`src/rtl/code_lock_ctrl_pkg.sv`:
```
// Shared types and width helpers for the sequential code lock.
package code_lock_pkg;

  // Status encoding driven onto the status port and decoded by the HEX display
  typedef enum logic [2:0] {
    ST_ENTER   = 3'd0,
    ST_OPEN    = 3'd1,
    ST_CLOSED  = 3'd2,
    ST_LOCKOUT = 3'd3,
    ST_PROG    = 3'd4
  } status_e;

  // Width of a counter that must hold the values 0..n inclusive
  function automatic int cnt_w(input int n);
    return (n < 1) ? 1 : $clog2(n + 1);
  endfunction

  // Width of a down-counter that is loaded with n-1 and counts to 0
  function automatic int tmr_w(input int n);
    return (n <= 1) ? 1 : $clog2(n);
  endfunction

endpackage

```
`src/rtl/code_lock_ctrl_if.sv`:
```
// Key/switch inputs and display-side outputs of the code lock.
interface code_lock_if
  import code_lock_pkg::*;
#(
  parameter int SEQ_LEN   = 6,
  parameter int DIGIT_W   = 4,
  parameter int MAX_TRIES = 3
);
  localparam int PW = cnt_w(SEQ_LEN);
  localparam int FW = cnt_w(MAX_TRIES);

  logic               enter;
  logic               clear;
  logic               prog;
  logic [DIGIT_W-1:0] digit;
  logic [2:0]         status;
  logic [PW-1:0]      pos;
  logic [FW-1:0]      fail_cnt;
  logic [DIGIT_W-1:0] disp_digit;
  logic               disp_valid;
  logic               unlocked;

  // Board side: drives the keys, watches the status
  modport master (
    output enter, clear, prog, digit,
    input  status, pos, fail_cnt, disp_digit, disp_valid, unlocked
  );

  // Lock controller side
  modport slave (
    input  enter, clear, prog, digit,
    output status, pos, fail_cnt, disp_digit, disp_valid, unlocked
  );
endinterface

```
`src/rtl/code_lock_ctrl_timer.sv`:
```
// Loadable down-counter that times the lockout dwell.
module lockout_timer
  import code_lock_pkg::*;
#(
  parameter int LOCKOUT_CYCLES = 16,
  localparam int TW = tmr_w(LOCKOUT_CYCLES)
)(
  input  logic          clk,
  input  logic          rst,
  input  logic          load,
  input  logic [TW-1:0] load_val,
  output logic          busy,
  output logic          done
);
  logic [TW-1:0] cnt;

  // Load wins; otherwise count down while busy and drop busy after the zero cycle
  always_ff @(posedge clk or posedge rst) begin
    if (rst) begin
      cnt  <= '0;
      busy <= 1'b0;
    end else if (load) begin
      cnt  <= load_val;
      busy <= 1'b1;
    end else if (busy) begin
      if (cnt == '0) busy <= 1'b0;
      else           cnt  <= cnt - TW'(1);
    end
  end

  // done marks the last cycle of the dwell
  assign done = busy && (cnt == '0);
endmodule

```
`src/rtl/code_lock_ctrl.sv`:
```
// Parametrised combination lock: digit entry, reprogramming, retry count, lockout.
module code_lock_ctrl
  import code_lock_pkg::*;
#(
  parameter int SEQ_LEN        = 6,
  parameter int DIGIT_W        = 4,
  parameter int MAX_TRIES      = 3,
  parameter int LOCKOUT_CYCLES = 16,
  parameter logic [SEQ_LEN*DIGIT_W-1:0] DEFAULT_CODE = 24'h483815
)(
  input logic        clk,
  input logic        rst,
  code_lock_if.slave bus
);
  localparam int PW = cnt_w(SEQ_LEN);
  localparam int FW = cnt_w(MAX_TRIES);
  localparam int TW = tmr_w(LOCKOUT_CYCLES);
  localparam int CW = SEQ_LEN * DIGIT_W;

  status_e            status_q;
  logic [PW-1:0]      pos_q;
  logic [FW-1:0]      fail_q;
  logic [DIGIT_W-1:0] disp_digit_q;
  logic               disp_valid_q;
  logic               unlocked_q;
  logic               bad_q;
  logic [CW-1:0]      code_q;
  logic [CW-1:0]      shadow_q;

  logic [DIGIT_W-1:0] exp_digit;
  logic [CW-1:0]      shadow_nxt;
  logic               last;
  logic               bad_nxt;
  logic               lock_hit;
  logic               tmr_load;
  logic               tmr_busy;
  logic               tmr_done;

  // Slice select for the current position; digit 0 sits in the MSBs
  always_comb begin
    exp_digit  = '0;
    shadow_nxt = shadow_q;
    for (int i = 0; i < SEQ_LEN; i++) begin
      if (pos_q == PW'(i)) begin
        exp_digit = code_q[(SEQ_LEN-1-i)*DIGIT_W +: DIGIT_W];
        shadow_nxt[(SEQ_LEN-1-i)*DIGIT_W +: DIGIT_W] = bus.digit;
      end
    end
    last     = (pos_q == PW'(SEQ_LEN-1));
    bad_nxt  = bad_q | (bus.digit != exp_digit);
    lock_hit = ((fail_q + FW'(1)) == FW'(MAX_TRIES));
    // Timer must load on the same edge that moves into LOCKOUT
    tmr_load = (status_q == ST_ENTER) && bus.enter && !bus.clear &&
               last && bad_nxt && lock_hit;
  end

  lockout_timer #(.LOCKOUT_CYCLES(LOCKOUT_CYCLES)) u_tmr (
    .clk      (clk),
    .rst      (rst),
    .load     (tmr_load),
    .load_val (TW'(LOCKOUT_CYCLES-1)),
    .busy     (tmr_busy),
    .done     (tmr_done)
  );

  // Main lock FSM; every output is a register updated on the strobe edge
  always_ff @(posedge clk or posedge rst) begin
    if (rst) begin
      status_q     <= ST_ENTER;
      pos_q        <= '0;
      fail_q       <= '0;
      disp_digit_q <= '0;
      disp_valid_q <= 1'b0;
      unlocked_q   <= 1'b0;
      bad_q        <= 1'b0;
      code_q       <= DEFAULT_CODE;
      shadow_q     <= '0;
    end else begin
      case (status_q)
        ST_ENTER: begin
          if (bus.clear) begin
            pos_q        <= '0;
            bad_q        <= 1'b0;
            disp_valid_q <= 1'b0;
          end else if (bus.enter) begin
            disp_digit_q <= bus.digit;
            disp_valid_q <= 1'b1;
            if (last) begin
              // Verdict only after the full sequence, including this digit
              pos_q <= '0;
              bad_q <= 1'b0;
              if (!bad_nxt) begin
                status_q   <= ST_OPEN;
                unlocked_q <= 1'b1;
                fail_q     <= '0;
              end else if (lock_hit) begin
                status_q <= ST_LOCKOUT;
                fail_q   <= FW'(MAX_TRIES);
              end else begin
                status_q <= ST_CLOSED;
                fail_q   <= fail_q + FW'(1);
              end
            end else begin
              pos_q <= pos_q + PW'(1);
              bad_q <= bad_nxt;
            end
          end
        end
        ST_CLOSED: begin
          if (bus.clear) begin
            status_q     <= ST_ENTER;
            pos_q        <= '0;
            bad_q        <= 1'b0;
            disp_valid_q <= 1'b0;
          end
        end
        ST_OPEN: begin
          if (bus.clear) begin
            // Relock starts a fresh sequence
            status_q     <= ST_ENTER;
            unlocked_q   <= 1'b0;
            pos_q        <= '0;
            bad_q        <= 1'b0;
            disp_valid_q <= 1'b0;
          end else if (bus.enter && bus.prog) begin
            status_q     <= ST_PROG;
            unlocked_q   <= 1'b0;
            pos_q        <= '0;
            disp_valid_q <= 1'b0;
          end
        end
        ST_PROG: begin
          if (bus.clear) begin
            // Abort: shadow is simply never committed
            status_q   <= ST_OPEN;
            unlocked_q <= 1'b1;
            pos_q      <= '0;
          end else if (bus.enter) begin
            shadow_q     <= shadow_nxt;
            disp_digit_q <= bus.digit;
            disp_valid_q <= 1'b1;
            if (last) begin
              code_q     <= shadow_nxt;
              status_q   <= ST_OPEN;
              unlocked_q <= 1'b1;
              pos_q      <= '0;
            end else begin
              pos_q <= pos_q + PW'(1);
            end
          end
        end
        ST_LOCKOUT: begin
          // Inputs ignored; leave on the timer's final cycle
          if (tmr_done || !tmr_busy) begin
            status_q     <= ST_ENTER;
            pos_q        <= '0;
            bad_q        <= 1'b0;
            fail_q       <= '0;
            disp_valid_q <= 1'b0;
          end
        end
        default: begin
          status_q     <= ST_ENTER;
          unlocked_q   <= 1'b0;
          pos_q        <= '0;
          bad_q        <= 1'b0;
          disp_valid_q <= 1'b0;
        end
      endcase
    end
  end

  assign bus.status     = status_q;
  assign bus.pos        = pos_q;
  assign bus.fail_cnt   = fail_q;
  assign bus.disp_digit = disp_digit_q;
  assign bus.disp_valid = disp_valid_q;
  assign bus.unlocked   = unlocked_q;
endmodule

```
`src/flat_wrapper.sv`:
```
// flat-port wrapper written by rule: the top's interface ports become plain ports
module code_lock_ctrl_flat import code_lock_pkg::*;
#(
  parameter int SEQ_LEN        = 6,
  parameter int DIGIT_W        = 4,
  parameter int MAX_TRIES      = 3,
  parameter int LOCKOUT_CYCLES = 16,
  parameter logic [SEQ_LEN*DIGIT_W-1:0] DEFAULT_CODE = 24'h483815
)
  (clk, rst, bus_enter, bus_clear, bus_prog, bus_digit, bus_status, bus_pos, bus_fail_cnt, bus_disp_digit, bus_disp_valid, bus_unlocked);
  code_lock_if #(.SEQ_LEN(SEQ_LEN), .DIGIT_W(DIGIT_W), .MAX_TRIES(MAX_TRIES)) bus_i ();
  input logic clk;
  input logic rst;
  input wire logic [$bits(bus_i.enter)-1:0] bus_enter;
  input wire logic [$bits(bus_i.clear)-1:0] bus_clear;
  input wire logic [$bits(bus_i.prog)-1:0] bus_prog;
  input wire logic [$bits(bus_i.digit)-1:0] bus_digit;
  output wire logic [$bits(bus_i.status)-1:0] bus_status;
  output wire logic [$bits(bus_i.pos)-1:0] bus_pos;
  output wire logic [$bits(bus_i.fail_cnt)-1:0] bus_fail_cnt;
  output wire logic [$bits(bus_i.disp_digit)-1:0] bus_disp_digit;
  output wire logic [$bits(bus_i.disp_valid)-1:0] bus_disp_valid;
  output wire logic [$bits(bus_i.unlocked)-1:0] bus_unlocked;
  assign bus_i.enter = bus_enter;
  assign bus_i.clear = bus_clear;
  assign bus_i.prog = bus_prog;
  assign bus_i.digit = bus_digit;
  assign bus_status = bus_i.status;
  assign bus_pos = bus_i.pos;
  assign bus_fail_cnt = bus_i.fail_cnt;
  assign bus_disp_digit = bus_i.disp_digit;
  assign bus_disp_valid = bus_i.disp_valid;
  assign bus_unlocked = bus_i.unlocked;
  code_lock_ctrl #(.SEQ_LEN(SEQ_LEN), .DIGIT_W(DIGIT_W), .MAX_TRIES(MAX_TRIES), .LOCKOUT_CYCLES(LOCKOUT_CYCLES), .DEFAULT_CODE(DEFAULT_CODE)) u_core (.clk(clk), .rst(rst), .bus(bus_i));
endmodule
```
`config.mk`:
```
export PLATFORM = sky130hd
export DESIGN_NAME = code_lock_ctrl_flat
export DESIGN_NICKNAME = d
export VERILOG_FILES = /design/src/rtl/code_lock_ctrl_pkg.sv /design/src/rtl/code_lock_ctrl_if.sv /design/src/rtl/code_lock_ctrl_timer.sv /design/src/rtl/code_lock_ctrl.sv /design/src/flat_wrapper.sv
export SDC_FILE = /design/constraint.sdc
export NUM_CORES = 1
export LEC_CHECK = 0
export ABC_AREA = 1
export ABC_CLOCK_PERIOD_IN_PS = 3600
export CORE_MARGIN = 8
export CORE_UTILIZATION = 63
export DETAILED_ROUTE_END_ITERATION = 8
export GPL_ROUTABILITY_DRIVEN = 0
export PLACE_DENSITY = 0.85
export SLEW_MARGIN = 20
export SYNTH_ARGS = -nofsm -noshare
export SYNTH_HDL_FRONTEND = slang
export SYNTH_SLANG_ARGS = --single-unit
```
`constraint.sdc`:
```
create_clock -name clk -period 3.6 [get_ports clk]
set_input_delay 0.72 -clock clk [delete_from_list [all_inputs] [get_ports clk]]
set_output_delay 0.72 -clock clk [all_outputs]
set_load 0.05 [all_outputs]
```
==> results.py <==
metrics = {
    "run_status": {
        "status": "completed",
    },
    "synthesis": {
        "syn_inst": 430,
        "ys_seq_elements": 64,
        "synth_warnings": 0,
        "yosysTopAreaCellShare_pct": 42.2,
        "yosys-top-cells-area": "dfrtp_1, nand2_1, o21ai_0, dfstp_2, nor2_1",
        "yosysTopAreaCell": "dfrtp_1",
        "ys_types": 33,
        "synth_compound_area_share_pct": 13.7,
        "synth-simple-area-share_pct": 29.1,
        "avgSynthCellArea_um2": 7.72,
        "synth_edf_count": 0,
        "synthFlopType": "dfrtp_1",
        "synth_mux_area_share_pct": 0,
        "synth_fp_nets": 442,
        "yosys.area_share.adder_pct": 1.13,
        "synth_top_family_by_area": "simple AND/OR/NAND/NOR gates",
        "ys_async_sr_fraction_pct": 100,
        "netlist_area_um2": 3320,
        "synth_xor_area_share_pct": 0.528,
        "ys_seq_area_share_pct": 48.6,
    },
    "worst_setup_path": {
        "worst_ep_arrival_time_ns": 2.90,
        "cp_slowest_stage_delay_ns": 0.58,
        "worstSetupStartpointType": "flip-flop",
        "cp_max_fo": 15,
        "crit_top_cell": "nand2_1",
        "r2r-start": "u_core.bus.pos[2]",
        "required_ns": 3.83,
        "reg2reg_to": "u_core.bus.unlocked",
        "critPathCaptureType": "flip-flop",
        "critical_path_class": "reg2reg",
        "slowest_stage": "ha_1",
        "reg2reg_depth": 15,
        "crit_chain": "inv_1, ha_1, inv_1, nor2_1, nor2_1, nand2_1, nand2_1, nand2_1, nor2_1, nor2_4, nand3_4, nand2_2, nand2_1, nand2_1, nand2_1",
        "r2r_setup_slack_ns": 0.94,
    },
    "floorplan": {
        "core_area_um2": 5110,
        "start_util_pct": 65.0,
        "die_w_um": 88.6,
        "num_rows": 26,
        "die_area_um2": 7850,
        "die-height_um": 88.6,
        "io_pins": 23,
    },
    "timing": {
        "finalSetupViolations": 0,
        "clock_skew_ns": 0.0104,
        "fin_crit_ns": 2.66,
        "hold_violations": 0,
        "finalSetupTns_ns": 0,
        "rsz0062_at_grt": "no",
        "drv_slew": 0,
        "worst_pin_slew_ns": 0.779,
        "fmax_mhz": 375,
        "relSlewSlack_pct": 48.1,
        "fin_crit_sh_pct": 74.0,
    },
    "global_routing": {
        "grt_start_max_net_pins": 65,
        "antenna_found_initial": 0,
        "grt_pass1_vias": 2882,
        "grt_overflow": 0,
        "grt.total_usage_pct": 22.5,
        "grt_pass1_wl_mm": 13.5,
    },
    "routing": {
        "vias": 2979,
        "drc": 0,
        "drt_iter0_markers": 270,
        "ant_nets": 0,
        "dr.pass1.iters": 5,
        "wl_mm": 7.86,
        "viasPerCell": 5.64,
        "wl_per_cell_um": 14.9,
    },
    "placed_design": {
        "dp_cells": 512,
        "hpwl_mm": 5.27,
        "port_buffers": 22,
    },
    "clocking": {
        "cts.path.max_buffers": 2,
        "cts.sinks": 64,
        "cts_tree": "built",
        "cts_buffers": 9,
        "clk_latency_ns": 0.35,
        "cts.repair.resized": 0,
        "htree_levels": 3,
        "cts_root_buf": "clkbuf_8",
        "post_cts_buffers": 0,
        "cts.clk_slew.worst_paths_ns": 0.07,
        "cts_hold_buf": 0,
    },
    "cells_and_area": {
        "post-route-util_pct": 73.6,
        "multi_input_area_um2": 1480,
        "final-seq-area_um2": 1610,
        "antennaDiodeCount": 0,
        "fillers": 383,
        "fin_cells": 528,
        "area_delta_synth_final_pct": 13.3,
        "nets": 465,
        "drive_gt1_share_pct": 11.1,
    },
    "pwr": {
        "p_leak_nw": 1.85,
        "vdd_drop_max_mv": 0.510,
        "p_per_area_nw_per_um2": 720,
    },
    "hold_path": {
        "worstHoldPathCells": 2,
        "min_to": "u_core.bus.unlocked",
        "min_path_type": "reg2reg",
        "hp-start": "u_core.bus.unlocked",
    },
    "run": {
        "maxCapViolations": 0,
    },
}
registers in the layout, indices dropped and copies added, names as in the netlist:
register               cells
u_core.bus.disp_valid      1
u_core.shadow_q           20
u_core.bus.disp_digit      4
u_core.bus.unlocked        1
u_core.bus.fail_cnt        2
u_core.bad_q               1
u_core.u_tmr.busy          1
u_core.bus.status          3
u_core.code_q             24
u_core.u_tmr.cnt           4
u_core.bus.pos             3
layout make-up:
type,instances,share of cell area (%)
repair buffers,25,6.46
multi-input cells,309,39.2
clock inverters,4,0.832
flip-flops and latches,64,42.9
well taps,70,2.33
inverters,44,4.39
clock buffers,12,3.86
placed cells by master (no fill, tap or decap):
cell type	n
a21oi_1	20
a21oi_2	1
a31o_2	1
buf_4	3
clkbuf_1	2
clkbuf_8	10
clkdlybuf4s50_1	22
clkinv_4	1
clkinvlp_4	3
dfrtp_1	56
dfstp_2	8
ha_1	3
inv_1	36
inv_2	8
nand2_1	136
nand2_2	2
nand2_4	2
nand3_1	14
nand3_4	2
nand4_1	3
nand4_2	1
nor2_1	43
nor2_2	4
nor2_4	4
nor3_1	5
nor3_4	1
nor4_1	2
o2111a_1	1
o211a_1	1
o211ai_1	1
o21ai_0	55
o21ai_1	1
o21bai_1	1
o22ai_1	3
xor2_1	2
worst max path at each step:
| stage | from | endpoint | slack (ns) | cells after the start |
|---|---|---|---|---|
| after detailed placement | u_core.bus.pos[2] | u_core.bus.unlocked | 0.99 | 15 |
| after floorplan | u_core.bus.pos[2] | u_core.bus.unlocked | 1.12 | 16 |
| after CTS | u_core.bus.pos[2] | u_core.bus.unlocked | 0.96 | 15 |
| after global placement | u_core.bus.pos[2] | u_core.bus.unlocked | 1.03 | 15 |
| final | u_core.bus.pos[2] | u_core.bus.unlocked | 0.94 | 15 |
| after global routing | u_core.bus.pos[2] | u_core.bus.unlocked | 0.67 | 15 |
Yosys cell counts, types with 2 or more instances:
cell type,instances
a21oi_1,20
buf_2,2
buf_4,2
clkbuf_1,8
dfrtp_1,56
dfstp_2,8
ha_1,3
inv_1,37
inv_2,7
nand2_1,136
nand2_2,2
nand2_4,2
nand3_1,14
nand3_4,2
nand4_1,3
nor2_1,43
nor2_2,4
nor2_4,4
nor3_1,5
nor4_1,2
o21ai_0,55
o22ai_1,3
xor2_1,2
routing by layer:
| layer | track usage, % | wire [um] |
|---|---|---|
| met1 | 27.8 | 3340 |
| met2 | 35.8 | 3810 |
| met3 | 6.87 | 551 |
| met4 | 8.91 | 163 |
| met5 | 0 | 0 |
power by group:
part | internal [mW] | switching [mW]
registers | 0.846 | 0.107
clock network | 0.270 | 0.286
logic | 0.373 | 0.823
stage by stage:
| step | hold slack (ns) | instance area, um2 | worst slack, ns | total power [mW] |
|---|---|---|---|---|
| after global placement | 0.457 | 3580 | 1.03 | 2.09 |
| after CTS | 0.481 | 3760 | 0.956 | 2.70 |
| after global routing | 0.506 | 3760 | 0.672 | 2.88 |
| after floorplan | 0.448 | 3320 | 1.12 | 1.83 |
| after detailed placement | 0.457 | 3580 | 0.993 | 2.14 |
| final | 0.478 | 3760 | 0.936 | 2.70 |
logic make-up after synthesis:
group                    Yosys count
flip-flops                        64
buffers and inverters             57
adder cells (fa/ha/maj)            3
AO/OA/AOI/OAI                     85
AND/OR/NAND/NOR                  219
XOR/XNOR                           2
critical path: cells and delay by family (launching register included):
| kind | cells | cell delay (ns) |
|---|---|---|
| fa+ha+maj | 1 | 0.58 |
| flops | 1 | 0.42 |
| buf+inv | 2 | 0.59 |
| simple gates | 12 | 0.95 |
No activity file was read; power rests on OpenSTA's default activity.
